===== config.mk =====
export PLATFORM = sky130hd
export DESIGN_NAME = nsr_accum_sequencer_flat
export DESIGN_NICKNAME = d
export VERILOG_FILES = /design/src/rtl/nsr_accum_sequencer_if.sv /design/src/rtl/nsr_accum_sequencer.sv /design/src/flat_wrapper.sv
export SDC_FILE = /design/constraint.sdc
export NUM_CORES = 1
export LEC_CHECK = 0
export BUFFER_PORTS_ARGS = -buffer_cell sky130_fd_sc_hd__buf_2
export CELL_PAD_IN_SITES_DETAIL_PLACEMENT = 1
export CELL_PAD_IN_SITES_GLOBAL_PLACEMENT = 1
export CORE_MARGIN = 2
export CORE_UTILIZATION = 42
export DETAILED_ROUTE_END_ITERATION = 7
export GPL_ROUTABILITY_DRIVEN = 1
export PLACE_DENSITY_LB_ADDON = 0.1
export SYNTH_ARGS = -nofsm -noshare
export SYNTH_HDL_FRONTEND = slang
export SYNTH_SLANG_ARGS = --single-unit

===== constraint.sdc =====
create_clock -name clk -period 3.3 [get_ports clk]
set_clock_uncertainty 0.15 [all_clocks]
set_input_delay 0.66 -clock clk [delete_from_list [all_inputs] [get_ports clk]]
set_output_delay 0.66 -clock clk [all_outputs]
set_load 0.05 [all_outputs]

===== src/rtl/nsr_accum_sequencer_if.sv =====
// Bus between the control unit / vector register files and the neuron-state sequencer.
// master = control side (drives start, operands, register read data); slave = sequencer.
interface nsr_accum_sequencer_if #(
    parameter int DATA_W    = 32,
    parameter int NUM_LANES = 4
);
    localparam int IDX_W = (NUM_LANES > 1) ? $clog2(NUM_LANES) : 1;

    logic              start;
    logic              sor_nacc;
    logic              nacc_vl;
    logic [1:0]        vl_cfg;
    logic [DATA_W-1:0] threshold;
    logic [IDX_W-1:0]  elem_idx;
    logic [DATA_W-1:0] wvr_elem;
    logic              svr_bit;
    logic [DATA_W-1:0] nsr_rdata;
    logic              nsr_we;
    logic [DATA_W-1:0] nsr_wdata;
    logic              spike_o;
    logic              stall_o;
    logic              done_o;

    modport master (
        output start, sor_nacc, nacc_vl, vl_cfg, threshold,
        output wvr_elem, svr_bit, nsr_rdata,
        input  elem_idx, nsr_we, nsr_wdata, spike_o, stall_o, done_o
    );

    modport slave (
        input  start, sor_nacc, nacc_vl, vl_cfg, threshold,
        input  wvr_elem, svr_bit, nsr_rdata,
        output elem_idx, nsr_we, nsr_wdata, spike_o, stall_o, done_o
    );
endinterface


===== src/rtl/nsr_accum_sequencer.sv =====
// Neuron-state sequencer: LOAD NSR, then NACC accumulate or spike-evaluate, then WRITE NSR.
// Define NACC_SAT_EN to make the NACC addition saturate instead of wrapping.
module nsr_accum_sequencer #(
    parameter int DATA_W     = 32,
    parameter int NUM_LANES  = 4,
    parameter int LEAK_SHIFT = 4
) (
    input  logic                  clk,
    input  logic                  rst_n,
    nsr_accum_sequencer_if.slave  bus
);
    localparam int IDX_W = (NUM_LANES > 1) ? $clog2(NUM_LANES) : 1;

    typedef enum logic [2:0] {
        S_IDLE,
        S_LOAD,
        S_ACC,
        S_EVAL,
        S_WRITE
    } state_e;

    state_e                    state_q, state_d;
    logic signed [DATA_W-1:0]  acc_q, acc_d;
    logic signed [DATA_W-1:0]  thr_q, thr_d;
    logic [IDX_W-1:0]          cnt_q, cnt_d;
    logic [IDX_W-1:0]          n_last_q, n_last_d;
    logic                      op_nacc_q, op_nacc_d;
    logic                      fire_q, fire_d;

    logic signed [DATA_W-1:0]  acc_add;
    logic signed [DATA_W-1:0]  acc_leak;
    logic [IDX_W-1:0]          n_last_start;

    // Element count minus one, so the ACC exit test is a plain compare against cnt.
    always_comb begin
        n_last_start = '0;
        if (bus.nacc_vl) begin
            case (bus.vl_cfg)
                2'b00:   n_last_start = '0;
                2'b01:   n_last_start = IDX_W'(1);
                default: n_last_start = IDX_W'(NUM_LANES - 1);
            endcase
        end
    end

`ifdef NACC_SAT_EN
    logic signed [DATA_W:0] sum_ext;

    // One guard bit: the top two bits differ exactly when the DATA_W result overflowed.
    always_comb begin
        sum_ext = {acc_q[DATA_W-1], acc_q} + {bus.wvr_elem[DATA_W-1], bus.wvr_elem};
        acc_add = sum_ext[DATA_W-1:0];
        if (sum_ext[DATA_W] != sum_ext[DATA_W-1])
            acc_add = sum_ext[DATA_W] ? {1'b1, {(DATA_W-1){1'b0}}}
                                      : {1'b0, {(DATA_W-1){1'b1}}};
    end
`else
    always_comb begin
        acc_add = acc_q + $signed(bus.wvr_elem);
    end
`endif

    assign acc_leak = acc_q - (acc_q >>> LEAK_SHIFT);

    always_comb begin
        state_d   = state_q;
        acc_d     = acc_q;
        thr_d     = thr_q;
        cnt_d     = cnt_q;
        n_last_d  = n_last_q;
        op_nacc_d = op_nacc_q;
        fire_d    = fire_q;
        case (state_q)
            S_IDLE: begin
                if (bus.start) begin
                    op_nacc_d = bus.sor_nacc;
                    n_last_d  = n_last_start;
                    thr_d     = $signed(bus.threshold);
                    state_d   = S_LOAD;
                end
            end
            S_LOAD: begin
                acc_d   = $signed(bus.nsr_rdata);
                cnt_d   = '0;
                fire_d  = 1'b0;
                state_d = op_nacc_q ? S_ACC : S_EVAL;
            end
            S_ACC: begin
                if (bus.svr_bit)
                    acc_d = acc_add;
                cnt_d = cnt_q + IDX_W'(1);
                if (cnt_q == n_last_q)
                    state_d = S_WRITE;
            end
            S_EVAL: begin
                if (acc_q >= thr_q) begin
                    fire_d = 1'b1;
                    acc_d  = '0;
                end else begin
                    fire_d = 1'b0;
                    acc_d  = acc_leak;
                end
                state_d = S_WRITE;
            end
            S_WRITE: begin
                state_d = S_IDLE;
            end
            default: begin
                state_d = S_IDLE;
            end
        endcase
    end

    always_ff @(posedge clk or negedge rst_n) begin
        if (!rst_n) begin
            state_q   <= S_IDLE;
            acc_q     <= '0;
            thr_q     <= '0;
            cnt_q     <= '0;
            n_last_q  <= '0;
            op_nacc_q <= 1'b0;
            fire_q    <= 1'b0;
        end else begin
            state_q   <= state_d;
            acc_q     <= acc_d;
            thr_q     <= thr_d;
            cnt_q     <= cnt_d;
            n_last_q  <= n_last_d;
            op_nacc_q <= op_nacc_d;
            fire_q    <= fire_d;
        end
    end

    logic in_write;
    assign in_write      = (state_q == S_WRITE);
    assign bus.elem_idx  = (state_q == S_ACC) ? cnt_q : '0;
    assign bus.nsr_we    = in_write;
    assign bus.done_o    = in_write;
    assign bus.spike_o   = in_write & fire_q;
    assign bus.nsr_wdata = in_write ? acc_q : '0;
    assign bus.stall_o   = bus.start | (state_q != S_IDLE);

endmodule


===== src/flat_wrapper.sv =====
// flat-port wrapper written by rule: the top's interface ports become plain ports
module nsr_accum_sequencer_flat 
#(
    parameter int DATA_W     = 32,
    parameter int NUM_LANES  = 4,
    parameter int LEAK_SHIFT = 4
)
  (clk, rst_n, bus_start, bus_sor_nacc, bus_nacc_vl, bus_vl_cfg, bus_threshold, bus_wvr_elem, bus_svr_bit, bus_nsr_rdata, bus_elem_idx, bus_nsr_we, bus_nsr_wdata, bus_spike_o, bus_stall_o, bus_done_o);
  nsr_accum_sequencer_if #(.DATA_W(DATA_W), .NUM_LANES(NUM_LANES)) bus_i ();
  input  logic clk;
  input  logic rst_n;
  input wire logic [$bits(bus_i.start)-1:0] bus_start;
  input wire logic [$bits(bus_i.sor_nacc)-1:0] bus_sor_nacc;
  input wire logic [$bits(bus_i.nacc_vl)-1:0] bus_nacc_vl;
  input wire logic [$bits(bus_i.vl_cfg)-1:0] bus_vl_cfg;
  input wire logic [$bits(bus_i.threshold)-1:0] bus_threshold;
  input wire logic [$bits(bus_i.wvr_elem)-1:0] bus_wvr_elem;
  input wire logic [$bits(bus_i.svr_bit)-1:0] bus_svr_bit;
  input wire logic [$bits(bus_i.nsr_rdata)-1:0] bus_nsr_rdata;
  output wire logic [$bits(bus_i.elem_idx)-1:0] bus_elem_idx;
  output wire logic [$bits(bus_i.nsr_we)-1:0] bus_nsr_we;
  output wire logic [$bits(bus_i.nsr_wdata)-1:0] bus_nsr_wdata;
  output wire logic [$bits(bus_i.spike_o)-1:0] bus_spike_o;
  output wire logic [$bits(bus_i.stall_o)-1:0] bus_stall_o;
  output wire logic [$bits(bus_i.done_o)-1:0] bus_done_o;
  assign bus_i.start = bus_start;
  assign bus_i.sor_nacc = bus_sor_nacc;
  assign bus_i.nacc_vl = bus_nacc_vl;
  assign bus_i.vl_cfg = bus_vl_cfg;
  assign bus_i.threshold = bus_threshold;
  assign bus_i.wvr_elem = bus_wvr_elem;
  assign bus_i.svr_bit = bus_svr_bit;
  assign bus_i.nsr_rdata = bus_nsr_rdata;
  assign bus_elem_idx = bus_i.elem_idx;
  assign bus_nsr_we = bus_i.nsr_we;
  assign bus_nsr_wdata = bus_i.nsr_wdata;
  assign bus_spike_o = bus_i.spike_o;
  assign bus_stall_o = bus_i.stall_o;
  assign bus_done_o = bus_i.done_o;
  nsr_accum_sequencer #(.DATA_W(DATA_W), .NUM_LANES(NUM_LANES), .LEAK_SHIFT(LEAK_SHIFT)) u_core (.clk(clk), .rst_n(rst_n), .bus(bus_i));
endmodule

======== Word level (Yosys, flattened, before mapping) ========
Cells that the tools add are included.
word-level totals
  register bits ........................... 73
  input bits .............................. 104
  output and inout bits ................... 38
  logic and storage cells ................. 45
cells by class
  add/subtract/negate cells ............... 3
  multiplexer cells ....................... 14
  magnitude comparators ................... 1
  reductions and logical operators ........ 9
  equality and inequality tests ........... 9
  bitwise gates (word level) .............. 2
operators with widths
  kind                                                                      count
  32-bit 2-to-1 mux                                                         3
  32-bit case mux with 3 select lines                                       1
  32-bit adder                                                              1
  32-bit greater-or-equal comparator                                        1
  32-bit by 28-bit subtractor with 32-bit output                            1
  3-bit case mux with 4 select lines                                        1
  2-bit case mux with 2 select lines                                        2
  3-bit by 2-bit == test with 1-bit output (second input constant)          2
  3-bit 2-to-1 mux                                                          2
  2-bit AND reduction                                                       3
  3-bit nonzero test                                                        2
  2-bit 2-to-1 mux                                                          2
  2-bit inequality test (second input constant)                             2
  2-bit nonzero test                                                        2
  3-bit by 1-bit == test with 1-bit output (second input constant)          1
  3-bit == test (second input constant)                                     1
  3-bit logical NOT                                                         1
  2-bit by 1-bit adder with 2-bit output (second input constant)            1
  2-bit by 1-bit == test with 1-bit output (second input constant)          1
  2-bit == test                                                             1
  2-bit logical NOT                                                         1
  1-bit 2-to-1 mux                                                          2
  2-bit by 1-bit inequality test with 1-bit output (second input constant)  1
  1-bit case mux with 2 select lines                                        1
  other kinds (2)                                                           2

======== Logic depth before layout (Yosys ltp) ========
  depth in word-level cells ............... 3
  mapped depth ............................ 14

======== Least setup slack after synthesis ========
Ideal clock, no wire load.
  path type ............................... input port to flip-flop
  from .................................... input port bus_wvr_elem[4]
  to ...................................... register u_core.acc_q[31]
  buffers on the path ..................... 0
  stages on the path ...................... 11
  arrival ................................. 2.894 ns
  path slack .............................. 0.122 ns
  library setup time ...................... 0.134 ns
  cells stage by stage .................... ha_1 > a21oi_1 > o211ai_1 > a211oi_2 > o211ai_1 > o31a_1 > a31o_2 > a21oi_1 > xnor2_1 > mux2i_1 > o211ai_1
on the way
  cells in the longest elaborated chain, start to end .. 3
ends and longest elaborated chain
  item                                 line                        source
  from (decl)                          flat_wrapper.sv:17          input wire logic [$bits(bus_i.wvr_elem)-1:0] bus_wvr_elem;
  32-bit adder                         nsr_accum_sequencer.sv:59   acc_add = acc_q + $signed(bus.wvr_elem);
  32-bit 2-to-1 mux                    nsr_accum_sequencer.sv:89   if (bus.svr_bit)
  32-bit case mux with 3 select lines  nsr_accum_sequencer.sv:73   case (state_q)
  to (signal assigned)                 nsr_accum_sequencer.sv:117  acc_q <= '0;
  to (signal assigned)                 nsr_accum_sequencer.sv:125  acc_q <= acc_d;
  to (decl)                            nsr_accum_sequencer.sv:23   logic signed [DATA_W-1:0] acc_q, acc_d;
No other way between the ends. The select of a mux whose other input is x is not followed.
A chain may end at the register's enable or synchronous reset.

======== Final worst setup path ========
  from .................................... register u_core.acc_q[4]
  to ...................................... register u_core.acc_q[28]
on the way
  cells in the longest elaborated chain, start to end .. 3
  elaborated cells on any way between the ends .. 6
ends and longest elaborated chain
  item                                                                          line                                                  source
  32-bit by 28-bit subtractor with 32-bit output, or another cell as far along  nsr_accum_sequencer.sv:63                             assign acc_leak = acc_q - (acc_q >>> LEAK_SHIFT);
  32-bit 2-to-1 mux, on equally long branches                                   nsr_accum_sequencer.sv:96, nsr_accum_sequencer.sv:89
  32-bit case mux with 3 select lines *                                         nsr_accum_sequencer.sv:73
Every way passes the cells marked *; elsewhere a longest branch is shown, timed or not. The select of a mux whose other input is x is not followed.

==> implementation parameters <==
Parameter                              Value

Finish
  Net count, final    1349
  Post-synthesis to final-layout area growth    32.5%
  Final instance area    0.00966 mm²
  Register Area    0.00183 mm²
  Most frequent standard cell in the layout excluding fill and tap cells    sky130_fd_sc_hd__buf_2
  Fraction of final layout cells sized beyond drive strength 1    0.289
  Top library cells by usage in the layout, fill and taps aside    sky130_fd_sc_hd__buf_2 (141), sky130_fd_sc_hd__buf_4 (110), sky130_fd_sc_hd__nand2_1 (100)
  Final core occ    0.564
  # diodes    0
  Fillers    2136
  Multi-input gate area    0.00533 mm²

Floorplan
  Die Width    136 µm
  Ports placed on the boundary    142
  Die Ht    136 µm
  Initial Util    0.426
  Die Footprint    0.0184 mm²
  Core outline area    0.0171 mm²
  Number of placement rows    48

Route
  Via-to-Cell Ratio    5.69
  Residual DRC    0
  Total length of routed wires    27400 µm
  Violation count after the first detailed-route iteration    400
  Wire length per cell    19.9 µm
  Count of TritonRoute iterations in the first routing pass    5
  Via count    7844
  Remaining number of nets flagged by the antenna check after routing    0

CTS
  Maximum clock path buffer count    2
  CTS Root Cell    sky130_fd_sc_hd__clkbuf_16
  Clock slew at reported path FFs    70 ps
  Deepest level of the CTS H-tree    3
  Clock Latency Late Sink    350 ps
  Number of buffers created by CTS    9
  CTS tree    yes
  Number of sinks handled by clock tree synthesis    73

Yosys
  Top post-synthesis cells by area    sky130_fd_sc_hd__dfrtp_1 (25%), sky130_fd_sc_hd__ha_1 (16%), sky130_fd_sc_hd__o21ai_0 (6.1%)
  Predominant post-synthesis flop cell    sky130_fd_sc_hd__dfrtp_1
  Post-Synthesis Mean Instance Area    7.95 µm²
  Top cell type's share of synthesized area    0.251
  Sequential fraction of the synthesis area    0.251
  Area of the mapped netlist    0.00729 mm²
  Fraction of registers with async set or reset after synthesis    1.00
  Total of warnings raised by yosys    0
  Number of storage elements in the synthesis netlist    73
  Cell type with the highest aggregate area in the netlist    sky130_fd_sc_hd__dfrtp_1
  EDFF count, synth    0
  Unique cell type count in the Yosys netlist    65
  Syn Nets    1117
  Cells after synthesis    917

Critical path
  Crit path kind    reg -> reg
  Ordered cell list for the critical path    ha_4, fa_2, nand2b_4, a21oi_2, a211oi_2, o31ai_2, nand2_2, or3_4, a21oi_4, buf_6, o2111ai_2, a41oi_2, o21ai_1
  Library cell contributing the largest single delay on the critical path    sky130_fd_sc_hd__dfrtp_1
  Delay of the slowest cell on the worst path    430 ps
  Gate family responsible for the most delay along the worst path    compound AO/OA/AOI/OAI gates
  Source of the worst register-to-register timing path    u_core.acc_q[4]$_DFFE_PN0P_
  Launching element type of the critical path    flop
  Worst setup EP type    flop
  Data arrival time of the critical path    3390 ps
  Setup crit start    u_core.acc_q[4]$_DFFE_PN0P_
  Crit path buf inv count    1
  Maximum net fanout on the critical path    4
  Data required, critical path    3350 ps
  R2r worst-path depth    13
  Logic depth of the worst path, buffers included    13

Timing
  Max Freq    0.300 GHz
  Tcrit/Tclk final    1.01
  Worst Setup Slack, final    -38.1 ps
  Count of pins over their slew limit    0
  Summed negative setup slack over all endpoints    -38.1 ps
  Time the worst path needs with I/O delays and setup    3340 ps
  Count of final setup violators    1
  Slew margin rel.    0.381
  Unrepaired setup endpoints after global routing    yes
  Measured slew at the worst slew-check pin    928 ps
  Number of failing hold endpoints at the final stage    0

Run status
  Status    complete, but fails checks
  Violated checks    negative setup slack

Power
  LEAKAGE    4.74 nW
  Design Power    12.2 mW
  Power density relative to cell area    1260 mW/mm²
  Maximum vdd drop    0.642 mV

Flow run
  Maxcap violations    0

Place
  Worst setup slack after placement    -259 ps
  IO Port Bufs    141
  Routability Congestion    0.904
  Post-Place Cell Area    0.00892 mm²
  Detailed placement HPWL    20300 µm

Global route
  Antenna violations before repair    0
  GRT Overall Usage    0.293
  Largest net degree at the start of global routing    74
  Global-route wire length before repair    41600 µm
  Number of global-route vias before repair    7981
  Total congestion overflow after global routing    0

Worst hold path
  Type of the tightest min-delay check    in -> async
-- cells in the mapped netlist (3+ instances only) --
cell type	instances
sky130_fd_sc_hd__nand4_1	9
sky130_fd_sc_hd__nor4_1	4
sky130_fd_sc_hd__ha_1	94
sky130_fd_sc_hd__a222oi_1	14
sky130_fd_sc_hd__o21bai_1	4
sky130_fd_sc_hd__dfrtp_1	73
sky130_fd_sc_hd__or3_1	3
sky130_fd_sc_hd__a22o_1	3
sky130_fd_sc_hd__a22oi_1	7
sky130_fd_sc_hd__and3_1	10
sky130_fd_sc_hd__a21boi_0	5
sky130_fd_sc_hd__nand2b_1	16
sky130_fd_sc_hd__clkbuf_1	29
sky130_fd_sc_hd__nor2_1	44
sky130_fd_sc_hd__o211ai_1	8
sky130_fd_sc_hd__a21oi_1	79
sky130_fd_sc_hd__a31o_2	4
sky130_fd_sc_hd__and2_1	39
sky130_fd_sc_hd__a2111oi_0	5
sky130_fd_sc_hd__mux2i_1	6
sky130_fd_sc_hd__a221oi_1	8
sky130_fd_sc_hd__inv_1	77
sky130_fd_sc_hd__a41oi_1	4
sky130_fd_sc_hd__a211oi_1	10
sky130_fd_sc_hd__a21o_1	21
sky130_fd_sc_hd__a31oi_1	4
sky130_fd_sc_hd__o221ai_1	3
sky130_fd_sc_hd__nand3_1	22
sky130_fd_sc_hd__xnor2_1	31
sky130_fd_sc_hd__o21ai_1	3
sky130_fd_sc_hd__nand2_1	101
sky130_fd_sc_hd__o21ai_0	89
sky130_fd_sc_hd__o211a_1	3
sky130_fd_sc_hd__nor3_1	9
sky130_fd_sc_hd__xor2_1	18
sky130_fd_sc_hd__o21a_1	6
sky130_fd_sc_hd__or4_1	3
sky130_fd_sc_hd__nor2b_1	10
sky130_fd_sc_hd__o31ai_1	3
-- worst reg2reg max path: stages (launching register included) --
cell and delay (ps):
sky130_fd_sc_hd__dfrtp_1 430, sky130_fd_sc_hd__ha_4 200, sky130_fd_sc_hd__fa_2 390, sky130_fd_sc_hd__nand2b_4 160, sky130_fd_sc_hd__a21oi_2 160, sky130_fd_sc_hd__a211oi_2 60
sky130_fd_sc_hd__o31ai_2 280, sky130_fd_sc_hd__nand2_2 140, sky130_fd_sc_hd__or3_4 430, sky130_fd_sc_hd__a21oi_4 150, sky130_fd_sc_hd__buf_6 140, sky130_fd_sc_hd__o2111ai_2 170
sky130_fd_sc_hd__a41oi_2 250, sky130_fd_sc_hd__o21ai_1 80
-- sequential cells by signal (all words and copies together), names as in the netlist --
name	flops
u_core.fire_q	1
u_core.op_nacc_q	1
u_core.n_last_q	2
u_core.thr_q	32
u_core.state_q	3
u_core.cnt_q	2
u_core.acc_q	32
-- what timing repair did --
item	in CTS	in global routing
buffers inserted	3	10
hold buffers	0	0
resized for setup	18	49
setup endpoints to repair	25	23
pin swaps	7	31
gates cloned	0	0
-- cell families (layout without fill, tap and decap cells) --
family          count (synthesis)  count (layout)  share of synthesized area
buf+inv                       112             349                     0.0606
mux                             7               7                    0.00979
xor+xnor                       49              49                     0.0589
compound gates                298             298                      0.263
simple gates                  282             282                      0.190
flops                          73              73                      0.251
fa+ha+maj                      96              96                      0.167
-- power by group --
group | internal, mW | leakage [nW] | switching (mW)
clock network | 0.602 | 0.150 | 0.459
registers | 1.33 | 0.888 | 0.402
logic | 4.05 | 3.70 | 5.32
-- layout make-up --
class / instances / area share
Multi-Input combinational cell: 732 / 0.552
Sequential cell: 73 / 0.190
Timing Repair Buffer: 256 / 0.167
Inverter: 77 / 0.0299
Tap cell: 225 / 0.0292
Clock buffer: 9 / 0.0233
Clock inverter: 7 / 0.00894
-- through the flow --
stage	hold slack (ps)	cells
final	171	1379
after global routing	204	1379
after floorplan	214	917
after CTS	201	1369
after global placement	358	1350
after detailed placement	360	1350
-- layer usage --
| layer | GRT usage | vias to the layer above | share of wire |
|---|---|---|---|
| met5 | 0 | - | 0 |
| met4 | 0.0926 | 0 | 0.033 |
| met3 | 0.0408 | 54 | 0.040 |
| met2 | 0.519 | 196 | 0.50 |
| met1 | 0.367 | 3826 | 0.43 |
| li1 | - | 3768 | - |
-- final timing paths --
| path | endpoint | slack, ps |
|---|---|---|
| setup / recovery | u_core.acc_q[28]$_DFFE_PN0P_ | -40 |
| hold / removal | u_core.thr_q[4]$_DFFE_PN0P_ | 170 |
| setup reg to reg | u_core.acc_q[28]$_DFFE_PN0P_ | -40 |
| hold reg to reg | u_core.fire_q$_DFFE_PN0P_ | 380 |
| max in group asynchronous | u_core.acc_q[6]$_DFFE_PN0P_ | 2450 |
| min in group clk | u_core.op_nacc_q$_DFFE_PN0P_ | 360 |
Power figures use the tool's default switching activity.
